===== config.mk =====
export PLATFORM = sky130hd
export DESIGN_NAME = pattern_sequencer
export DESIGN_NICKNAME = d
export VERILOG_FILES = /design/src/rtl/pattern_sequencer.sv
export SDC_FILE = /design/constraint.sdc
export NUM_CORES = 1
export LEC_CHECK = 0
export CORE_AREA = 2 2 99 101
export CTS_BUF_LIST = sky130_fd_sc_hd__clkbuf_4
export CTS_CLUSTER_SIZE = 8
export DETAILED_ROUTE_END_ITERATION = 8
export DIE_AREA = 0 0 101 103
export PLACE_DENSITY = 0.95
export SLEW_MARGIN = 10
export SYNTH_ARGS = -nofsm -noshare
export SYNTH_HDL_FRONTEND = slang
export SYNTH_SLANG_ARGS = --single-unit

===== constraint.sdc =====
create_clock -name clk -period 4.88 [get_ports clk]
set_input_delay 0.488 -clock clk [delete_from_list [all_inputs] [get_ports clk]]
set_output_delay 0.488 -clock clk [all_outputs]
set_load 0.03 [all_outputs]

===== src/rtl/pattern_sequencer.sv =====
// Multi-track step sequencer: per-track pattern store plus a run/pause/restart
// step engine that emits gate levels, trigger pulses and a bar marker.
module pattern_sequencer #(
  parameter int SEL_W         = 2,
  parameter int STEPS         = 16,
  parameter int CLKS_PER_STEP = 6250000,
  parameter int STEP_W        = 4
) (
  input  logic                         clk,
  input  logic                         resetn,
  input  logic [STEPS-1:0]             pattern,
  input  logic [SEL_W-1:0]             select,
  input  logic                         load,
  input  logic                         clear,
  input  logic                         run,
  input  logic                         restart,
  output logic [(2**SEL_W)-1:0]        gate,
  output logic [(2**SEL_W)-1:0]        trig,
  output logic                         bar,
  output logic [STEP_W-1:0]            step_pos,
  output logic                         running,
  output logic [(2**SEL_W)*STEPS-1:0]  patterns
);

  localparam int NT    = 2**SEL_W;
  localparam int DIV_W = $clog2(CLKS_PER_STEP);
  localparam logic [DIV_W-1:0]  DIV_LAST  = DIV_W'(CLKS_PER_STEP - 1);
  localparam logic [STEP_W-1:0] STEP_LAST = STEP_W'(STEPS - 1);

  typedef enum logic [1:0] {
    S_IDLE,
    S_RUN,
    S_PAUSED
  } state_t;

  state_t              r_state;
  logic [DIV_W-1:0]    r_div;
  logic [STEP_W-1:0]   r_step;
  logic [STEPS-1:0]    r_pat [NT];
  logic                r_load_q;
  logic [NT-1:0]       r_gate;
  logic [NT-1:0]       r_trig;
  logic                r_bar;

  state_t              w_state_nx;
  logic [DIV_W-1:0]    w_div_nx;
  logic [STEP_W-1:0]   w_step_nx;
  logic                w_bnd;
  logic [NT-1:0]       w_col;
  logic                w_wr;

  assign w_wr = load & ~r_load_q;

  always_comb begin
    w_state_nx = r_state;
    w_step_nx  = r_step;
    w_div_nx   = r_div;
    w_bnd      = 1'b0;
    if (restart) begin
      w_step_nx = '0;
      w_div_nx  = '0;
      if (run) begin
        w_state_nx = S_RUN;
        w_bnd      = 1'b1;
      end else begin
        w_state_nx = S_IDLE;
      end
    end else begin
      unique case (r_state)
        S_IDLE: begin
          w_step_nx = '0;
          w_div_nx  = '0;
          if (run) begin
            w_state_nx = S_RUN;
            w_bnd      = 1'b1;
          end
        end
        S_RUN: begin
          if (!run) begin
            w_state_nx = S_PAUSED;
            w_div_nx   = '0;
          end else if (r_div == DIV_LAST) begin
            w_div_nx  = '0;
            w_bnd     = 1'b1;
            w_step_nx = (r_step == STEP_LAST) ? '0 : r_step + 1'b1;
          end else begin
            w_div_nx = r_div + 1'b1;
          end
        end
        S_PAUSED: begin
          w_div_nx = '0;
          if (run) begin
            w_state_nx = S_RUN;
            w_bnd      = 1'b1;
          end
        end
        default: w_state_nx = S_IDLE;
      endcase
    end
  end

  // Boundary column reads the pre-edge store, so a same-edge clear or
  // write only shows up from the following boundary.
  for (genvar g = 0; g < NT; g++) begin : g_trk
    assign w_col[g] = r_pat[g][w_step_nx];
    assign patterns[g*STEPS +: STEPS] = r_pat[g];
  end

  always_ff @(posedge clk or negedge resetn) begin
    if (!resetn) begin
      r_state <= S_IDLE;
      r_div   <= '0;
      r_step  <= '0;
    end else begin
      r_state <= w_state_nx;
      r_div   <= w_div_nx;
      r_step  <= w_step_nx;
    end
  end

  always_ff @(posedge clk or negedge resetn) begin
    if (!resetn) begin
      r_gate <= '0;
      r_trig <= '0;
      r_bar  <= 1'b0;
    end else if (w_bnd) begin
      r_gate <= w_col;
      r_trig <= w_col;
      r_bar  <= (w_step_nx == '0);
    end else begin
      r_trig <= '0;
      r_bar  <= 1'b0;
      if (w_state_nx != S_RUN) r_gate <= '0;
    end
  end

  always_ff @(posedge clk or negedge resetn) begin
    if (!resetn) begin
      r_load_q <= 1'b0;
      for (int t = 0; t < NT; t++) r_pat[t] <= '0;
    end else begin
      r_load_q <= load;
      if (clear) begin
        for (int t = 0; t < NT; t++) r_pat[t] <= '0;
      end else if (w_wr) begin
        r_pat[select] <= pattern;
      end
    end
  end

  assign gate     = r_gate;
  assign trig     = r_trig;
  assign bar      = r_bar;
  assign step_pos = r_step;
  assign running  = (r_state == S_RUN);

endmodule


==> run summary, run 1 <==
Outcome = finished clean
Largest net degree at the start of global routing = 65
Initial Util = 55.5%
Combinational share of power = 10.8%
Mapped Area = 5250 um^2
Hold_ws = 0.0223 ns
Period Utilization, post-route = 61.7%
Post-CTS sizing = 0
Reg2reg path depth = 9
Port Buffers = 101
Critical path type = flip-flop to flip-flop
Tightest Pin Transition = 1.12 ns
P_sw = 0.000429 W
Site Rows = 36
Clk Latency, worst-skew pair = 0.46 ns
X dimension of the die = 101 um
Simple-Gate Fraction of Synth Area = 23.8%
Sw Share = 29.3%
Clock Skew = 0.0185 ns
HPWL after detailed placement = 11,300 um
Rel. slew slack = 25.5%
Post-synth top area cell = dfrtp_1
Mux share of post-synthesis cell area = 2.55%
Hold Violations, Final = 0
Leakage Power = 2.50 nW
DIE AREA = 10,400 um^2
Grt ovf = 0
Synth Area in Adders = 0.477%
Origin of the critical flop-to-flop path = r_div[0]$_DFFE_PN0P_
First-pass iteration count of the detailed router = 6
Sequential-to-total area share from yosys stat = 49.1%
RR Endpoint = gate[0]$_DFFE_PN0P_
Core Region = 9460 um^2
Seq pwr share = 60.4%
P&R area growth vs syn = 21.7%
Synth Instances = 603
HP Class = input pin to asynchronous set/reset pin
Layout Nets = 710
CTS tree = yes
Number of global-route vias before repair = 5,025
Gpl congestion = 0.949
Worst reg2reg setup slack = 1.87 ns
DRT antenna net count = 0
XOR/XNOR share of the synthesized area = 1.34%
Worst vdd ir = 145 uV
CP required = 5.27 ns
Top fanout value on the critical path = 13
Fill count = 747
DR vias/cell = 6.47
Distinct cells, synth = 62
Setup tns final = 0 ns
DRT iter0 DRCs = 503
I/O pins = 102
Clk pin slew, worst setup/hold paths = 0.18 ns
Final WL = 15,700 um
Routed via count = 5,188
Number of enable flip-flop cells after synthesis = 0
Max-cap violations = 0
Yosys top cell area share = 49.1%
Cell area power density = 229 nW/um^2
Slew Limit Fails = 0
Clock share of power = 28.7%
Ant. Diodes = 0
Largest family of logic cells by synthesized area = simple AND/OR/NAND/NOR gates
Min cycle time layout = 3.01 ns
Mapped Avg Cell Area = 8.70 um^2
Post-CTS Setup Inserts = 0
Ys async rst share = 100%
Post-synthesis compound-gate area fraction = 19.4%
Int Pwr = 0.00104 W
WL per Instance = 19.5 um
Clock Sinks = 103
Top_reg_cell synth = dfrtp_1
Final setup violation count = 0
Startpoint Class = flip-flop
F_max = 0.332 GHz
Routed wl met2 = 7900 um
Top-count cell post-synth = nand2_1
CTS Hold Buffers Added = 0
Highest routed layer = met4
Critical path data arrival time = 3.40 ns
Kind of end point of the critical path = flip-flop
Synth area leaders = dfrtp_1 49%, nand2_1 13%, a21oi_1 7.4%
Overall global routing resource usage = 30.5%
Synth warn = 0
First-pass GRT wire length = 24,900 um
Clock Path Buffers = 2
Detail Route met3 WL = 1350 um
Unrepaired setup endpoints after global routing = false
DRT met1 WL = 5980 um
Remaining DRCs = 0
Die Span Y = 103 um
Layout cells sized above 1 = 5.67%
Top post-synthesis cells by count = 175 x nand2_1, 103 x dfrtp_1, 78 x a21oi_1
CTS root buffer = clkbuf_4
Net Count, Synth = 629
TritonCTS buffer count = 9
Synth Register Bits = 103
Initial antenna violation count = 0
Htree depth = 3
## stage by stage
stage                     cells  instance area [um^2]  power (W)  utilization [%]  setup slack, ns
after global placement      787                  6260    0.00105             66.2             1.77
final                       802                  6380    0.00146             67.5             1.87
after global routing        802                  6380    0.00152             67.5             1.67
after floorplan             603                  5250   0.000969                -             2.29
after CTS                   802                  6380    0.00146             67.5             1.93
after detailed placement    787                  6260    0.00106             66.2             1.63
## area by class of cell
class                           instances  area, um^2  area share, %
Timing Repair Buffer                  103        1020           16.0
Inverter                                7        28.8          0.451
Tap cell                              114         143           2.23
Clock inverter                          6        55.1          0.863
Sequential cell                       103        2580           40.4
Multi-Input combinational cell        460        2490           39.1
Clock buffer                            9        67.6           1.06
## how the worst max path moves through the flow
stage	depth (start not counted)	from	end	slack (ns)
6_report	9	r_div[0]$_DFFE_PN0P_	gate[0]$_DFFE_PN0P_	1.87
3_5_place_dp	9	run	trig[3]$_DFF_PN0_	1.63
3_3_place_gp	10	run	gate[3]$_DFFE_PN0P_	1.77
5_1_grt	9	r_div[0]$_DFFE_PN0P_	gate[1]$_DFFE_PN0P_	1.67
2_1_floorplan	11	r_state[0]$_DFF_PN0_	gate[0]$_DFFE_PN0P_	2.29
4_1_cts	9	r_div[0]$_DFFE_PN0P_	gate[0]$_DFFE_PN0P_	1.93
## worst max-delay path, cell delays in order (launching register included)
cell	delay (ns)
dfrtp_1	0.44
ha_1	0.23
and3_1	0.23
and3_1	0.25
nand4b_1	0.17
nand3_1	0.35
nor2_1	0.77
nand2_1	0.18
and2_1	0.21
a22oi_1	0.13
## sequential cells by signal, summed over array words and instances, names as in the netlist
name,cells
trig,4
bar,1
r_div,23
patterns,64
gate,4
r_load_q,1
r_state,2
step_pos,4
## routing by layer
layer,up-vias,global-route usage [%]
met4,0,11.0
met1,2527,39.1
met2,319,51.9
met5,-,0
li1,2283,-
met3,59,6.17
## cells by family after synthesis
| kind of cell | count (synthesis) |
|---|---|
| AO/OA/AOI/OAI | 165 |
| buffers and inverters | 40 |
| XOR/XNOR | 8 |
| AND/OR/NAND/NOR | 272 |
| multiplexers | 13 |
| flip-flops | 103 |
| adder cells (fa/ha/maj) | 2 |
## power groups by stage
stage | combinational [W] | sequential [W] | clock (W)
floorplan | 0.0000534 | 0.000916 | 0
global placement | 0.000153 | 0.000899 | 0
detailed placement | 0.000157 | 0.000899 | 0
CTS | 0.000158 | 0.000884 | 0.000418
global route | 0.000171 | 0.000886 | 0.000458
finish | 0.000159 | 0.000885 | 0.000421
## cell usage in the layout (no fill, tap or decap), types with 3 or more instances in the layout
cell type and count:
a22oi_1 6, o21ai_0 33, nand3_1 19, nand3b_1 3
a21oi_1 78, nor4_1 3, a211oi_1 3, clkdlybuf4s50_1 99
a311oi_1 3, mux2i_1 10, a211oi_2 3, a31oi_1 5
and3_1 10, clkbuf_4 9, and2_1 7, o31a_1 5
xor2_1 6, o221ai_1 3, a221oi_1 3, o22ai_1 3
buf_4 3, nor2_1 19, mux2_2 3, dfrtp_1 103
nor2b_1 3, inv_1 5, nand4_1 6, nand2_1 175
nor3_1 8
Note: power is estimated with default switching activity, not from simulation.
==> inputs of run 2 (changes only) <==
--- a/config.mk
+++ b/config.mk
@@ -5,12 +5,12 @@
 export SDC_FILE = /design/constraint.sdc
 export NUM_CORES = 1
 export LEC_CHECK = 0
-export CORE_AREA = 2 2 99 101
+export CORE_AREA = 2 2 102 104
 export CTS_BUF_LIST = sky130_fd_sc_hd__clkbuf_4
 export CTS_CLUSTER_SIZE = 8
 export DETAILED_ROUTE_END_ITERATION = 8
-export DIE_AREA = 0 0 101 103
-export PLACE_DENSITY = 0.95
+export DIE_AREA = 0 0 104 106
+export PLACE_DENSITY = 0.92
 export SLEW_MARGIN = 10
 export SYNTH_ARGS = -nofsm -noshare
 export SYNTH_HDL_FRONTEND = slang
==> constraint.sdc (replaced) <==
create_clock -name clk -period 3 [get_ports clk]
set_input_delay 0.3 -clock clk [delete_from_list [all_inputs] [get_ports clk]]
set_output_delay 0.3 -clock clk [all_outputs]
set_load 0.03 [all_outputs]
==> run 2 against run 1 <==
Critical endpoint is now gate[3]$_DFFE_PN0P_. Largest cell class unchanged. Final cell count rose by 4.7%. Design area rose by 3.1%. Highest routed layer unchanged. Largest power group unchanged. Die area up 6.0%.
==> run summary, run 2 (synthesized netlist as in run 1, its figures left out) <==
Outcome = finished clean
TritonCTS buffer count = 9
Most common cell after layout, fill and taps aside = nand2_1
CTS tree = yes
Die Span Y = 106 um
CP delay by family, top = simple AND/OR/NAND/NOR gates
Ant. Diodes = 0
Placed Area = 6400 um^2
Slew Limit Fails = 0
Hold Path End = r_load_q$_DFF_PN0_
HP Class = input pin to flip-flop
First-pass GRT wire length = 25,000 um
Max FFs per register = 64
Overall global routing resource usage = 28.5%
Design area = 6580 um^2
Htree depth = 3
I/O pins = 102
Cell area power density = 382 nW/um^2
Core Region = 10000 um^2
Startpoint Class = flip-flop
Critical path data arrival time = 3.14 ns
Hold wc startpoint = load
Most frequent CP cell = mux2i_1
Site Rows = 37
CTS root buffer = clkbuf_4
Final setup violation count = 0
Clk pin slew, worst setup/hold paths = 0.19 ns
WL per Instance = 18.7 um
Port Buffers = 101
Min cycle time layout = 2.79 ns
Max-cap violations = 0
P&R area growth vs syn = 25.4%
Cell count along the critical path = 9
Clock Sinks = 103
Origin of the critical flop-to-flop path = r_div[4]$_DFFE_PN0P_
Final WL = 15,700 um
Unrepaired setup endpoints after global routing = false
Worst reg2reg setup slack = 0.21 ns
Initial antenna violation count = 0
Reg2reg path depth = 9
Critical path type = flip-flop to flip-flop
Worst hold path stage count = 1
Hold Violations, Final = 0
DR vias/cell = 6.15
Tightest Pin Transition = 1.13 ns
Setup tns final = 0 ns
Hold_ws = 0.295 ns
First-pass iteration count of the detailed router = 5
Gpl congestion = 0.969
Worst vdd ir = 253 uV
Cells after DPL = 823
Remaining DRCs = 0
Routed via count = 5,170
Top fanout value on the critical path = 13
Clk Latency, worst-skew pair = 0.48 ns
Buf/Inv on CP = 1
HPWL after detailed placement = 11,500 um
Leakage Power = 2.60 nW
Period Utilization, post-route = 93.0%
Clock Path Buffers = 2
X dimension of the die = 104 um
F_max = 0.358 GHz
DRT iter0 DRCs = 403
Critical Path Max Stage Delay = 0.50 ns
Final Instance Count excl. Fillers = 840
Largest net degree at the start of global routing = 65
Clock Skew = 0.0292 ns
Kind of end point of the critical path = flip-flop
Number of global-route vias before repair = 5,092
RR Endpoint = gate[3]$_DFFE_PN0P_
Post-CTS Setup Inserts = 0
Initial Util = 52.5%
Slowest CP cell = dfrtp_1
Most frequent cells in the layout = 175 x nand2_1, 103 x dfrtp_1, 99 x clkdlybuf4s50_1, 78 x a21oi_1, 33 x o21ai_0
Layout Nets = 725
Layout cells sized above 1 = 7.67%
Grt ovf = 0
Crit-path cells = nor4b_4 > and4_4 > and3_2 > o21ai_2 > inv_2 > mux2i_1 > mux2i_1 > a211oi_2 > a22oi_1
DRT antenna net count = 0
Rel. slew slack = 24.6%
CP required = 3.35 ns
Core Util, Final = 65.8%
DIE AREA = 11,000 um^2
run 2: final cells by class:
cell class,count,area [um^2]
Clock buffer,9,67.6
Clock inverter,7,97.6
Fill cell,824,3420
Inverter,7,28.8
Multi-Input combinational cell,460,2490
Sequential cell,103,2580
Tap cell,136,170
Timing Repair Buffer,118,1150
run 2: metrics by stage:
stage,total power (W),setup WS (ns)
after global placement,0.00172,0.267
after floorplan,0.00158,0.415
after CTS,0.00252,0.247
after global routing,0.00259,0.0344
after detailed placement,0.00173,0.173
final,0.00252,0.210
run 2: power breakdown:
group	internal [W]	switching, W	total [W]
sequential	0.00141	0.0000271	0.00144
combinational	0.0000998	0.000170	0.000270
clock	0.000279	0.000529	0.000808
run 2: routing by layer:
layer / global-route usage [%] / up-vias / share of wire, %
li1: - / 2317 / -
met1: 36.4 / 2507 / 40
met2: 47.4 / 305 / 50
met3: 5.09 / 41 / 8.0
met4: 13.2 / 0 / 2.5
met5: 0 / - / 0
run 2: worst max-delay path by stage:
stage                               from                   to  slack (ns)
floorplan           r_state[0]$_DFF_PN0_  gate[0]$_DFFE_PN0P_        0.41
global placement                     run  gate[0]$_DFFE_PN0P_        0.27
detailed placement                   run  gate[0]$_DFFE_PN0P_        0.17
CTS                 r_div[4]$_DFFE_PN0P_  gate[1]$_DFFE_PN0P_        0.25
global route        r_div[4]$_DFFE_PN0P_  gate[3]$_DFFE_PN0P_        0.03
finish              r_div[4]$_DFFE_PN0P_  gate[3]$_DFFE_PN0P_        0.21
run 2: what timing repair did:
item,4_1_cts,5_1_grt
resized for setup,0,0
endpoints found under the hold margin,50,0
hold buffers,1,0
==> inputs of run 3 (changes only) <==
--- a/config.mk
+++ b/config.mk
@@ -10,7 +10,9 @@
 export CTS_CLUSTER_SIZE = 8
 export DETAILED_ROUTE_END_ITERATION = 8
 export DIE_AREA = 0 0 104 106
+export GPL_TIMING_DRIVEN = 0
 export PLACE_DENSITY = 0.92
+export SKIP_CTS_REPAIR_TIMING = 1
 export SLEW_MARGIN = 10
 export SYNTH_ARGS = -nofsm -noshare
 export SYNTH_HDL_FRONTEND = slang
==> run 3 against run 2 <==
First-iteration DRC count increased by 17%. Final cell count increased by 2.9%. Sequential share of layout area decreased by 0.72 points. Clock skew decreased by 0.00058 ns. Via count increased by 2.0%. Critical path depth increased by 1. Global-route usage increased by 1.0 points. Maximum frequency decreased by 3.8%. Combinational power increased by 4%. Wire length increased by 2.1%. Count of clock-buffer cells in the layout unchanged. Highest routed layer unchanged.
==> run summary, run 3 (synthesized netlist as in run 1, its figures left out) <==
Critical path data arrival time = 3.24 ns
Critical Path Max Stage Delay = 0.47 ns
Seq pwr share = 58.3%
Fill count = 814
Worst hold path stage count = 2
Top fanout value on the critical path = 10
Critical path type = flip-flop to flip-flop
CP required = 3.34 ns
Rel. slew slack = 42.3%
Buf/Inv on CP = 2
X dimension of the die = 104 um
Initial antenna violation count = 1
Layout Nets = 749
Crit-path cells = nor4b_4 > and4_4 > and3_2 > o21ai_4 > inv_2 > clkbuf_4 > mux2i_1 > mux2i_1 > a211oi_2 > a22oi_1
Largest net degree at the start of global routing = 57
Period Utilization, post-route = 96.7%
Combinational share of power = 11.5%
Grt ovf = 0
Highest routed layer = met4
I/O pins = 102
DRT antenna net count = 0
Min cycle time layout = 2.90 ns
Hold wc startpoint = clear
Core Util, Final = 67.1%
CP delay by family, top = simple AND/OR/NAND/NOR gates
Startpoint Class = flip-flop
Port Buffers = 100
Hold Path End = patterns[24]$_DFFE_PN0P_
Slowest CP cell = dfrtp_2
Hold Violations, Final = 0
Most frequent CP cell = mux2i_1
Outcome = finished clean
Clock share of power = 30.2%
Clock Sinks = 103
F_max = 0.345 GHz
Worst vdd ir = 309 uV
Tightest Pin Transition = 0.859 ns
Detail Route met3 WL = 1700 um
CTS tree = yes
Max FFs per register = 64
Overall global routing resource usage = 29.5%
Max-cap violations = 0
Most frequent cells in the layout = 175 x nand2_1, 100 x dfrtp_1, 99 x clkdlybuf4s50_1, 77 x a21oi_1, 32 x o21ai_0
RR Endpoint = gate[1]$_DFFE_PN0P_
Die Span Y = 106 um
Reg2reg path depth = 10
Core Region = 10000 um^2
Worst reg2reg setup slack = 0.1 ns
Most common cell after layout, fill and taps aside = nand2_1
CTS root buffer = clkbuf_4
P&R area growth vs syn = 28.0%
Final WL = 16,000 um
Routed wl met2 = 7920 um
DRT met1 WL = 5900 um
Leakage Power = 2.63 nW
Sw Share = 27.9%
Clk pin slew, worst setup/hold paths = 0.16 ns
First-pass GRT wire length = 25,900 um
Clock Path Buffers = 2
TritonCTS buffer count = 9
Cell area power density = 366 nW/um^2
Htree depth = 3
Clk Latency, worst-skew pair = 0.49 ns
Remaining DRCs = 0
Origin of the critical flop-to-flop path = r_div[21]$_DFFE_PN0P_
DIE AREA = 11,000 um^2
Int Pwr = 0.00177 W
Initial Util = 52.5%
First-pass iteration count of the detailed router = 5
Routed via count = 5,273
Number of global-route vias before repair = 5,256
Layout cells sized above 1 = 8.67%
P_sw = 0.000685 W
HPWL after detailed placement = 11,700 um
Gpl congestion = 0.937
DR vias/cell = 6.10
Kind of end point of the critical path = flip-flop
Hold_ws = 0.225 ns
WL per Instance = 18.5 um
Final setup violation count = 0
Clock Skew = 0.0286 ns
Site Rows = 37
Slew Limit Fails = 0
Setup tns final = 0 ns
HP Class = input pin to flip-flop
Unrepaired setup endpoints after global routing = true
DRT iter0 DRCs = 470
-- run 3: per-stage QoR --
stage | total power (W) | cells | setup WS, ns | cell area [um^2]
floorplan | 0.00158 | 603 | 0.415 | 5250
global placement | 0.00172 | 839 | -2.09 | 6420
detailed placement | 0.00173 | 840 | -0.192 | 6440
CTS | 0.00245 | 855 | 0.0383 | 6580
global route | 0.00253 | 864 | -0.0342 | 6710
finish | 0.00245 | 864 | 0.0983 | 6710
-- run 3: final cells by class --
class / instances / area (um^2) / share of cell area, %
well taps: 136 / 170 / 2.53
plain buffers: 33 / 151 / 2.26
multi-input cells: 460 / 2550 / 38.0
repair buffers: 109 / 1090 / 16.2
diodes: 1 / 2.50 / 0.0373
clock buffers: 9 / 67.6 / 1.01
clock inverters: 6 / 68.8 / 1.03
inverters: 7 / 28.8 / 0.429
flip-flops and latches: 103 / 2580 / 38.5
-- run 3: power groups by stage --
stage | Combinational, W | Clock (W) | Sequential [W]
4_1_cts | 0.000276 | 0.000740 | 0.00143
3_3_place_gp | 0.000265 | 0 | 0.00146
3_5_place_dp | 0.000275 | 0 | 0.00146
6_report | 0.000281 | 0.000741 | 0.00143
5_1_grt | 0.000304 | 0.000794 | 0.00143
2_1_floorplan | 0.0000868 | 0 | 0.00149
-- run 3: metal layers --
metal	global-route usage, %	up-vias
met3	6.62	52
met1	36.3	2505
met5	0	-
li1	-	2358
met2	50.1	358
met4	13.1	0
-- run 3: how the worst max path moves through the flow --
stage                          start                       end  cells past startpoint
3_3_place_gp                  resetn  patterns[63]$_DFFE_PN0P_                      1
5_1_grt        r_div[21]$_DFFE_PN0P_       gate[1]$_DFFE_PN0P_                     10
4_1_cts         r_div[4]$_DFFE_PN0P_       gate[0]$_DFFE_PN0P_                      8
6_report       r_div[21]$_DFFE_PN0P_       gate[1]$_DFFE_PN0P_                     10
3_5_place_dp                     run       gate[0]$_DFFE_PN0P_                      9
2_1_floorplan   r_state[0]$_DFF_PN0_       gate[0]$_DFFE_PN0P_                     11
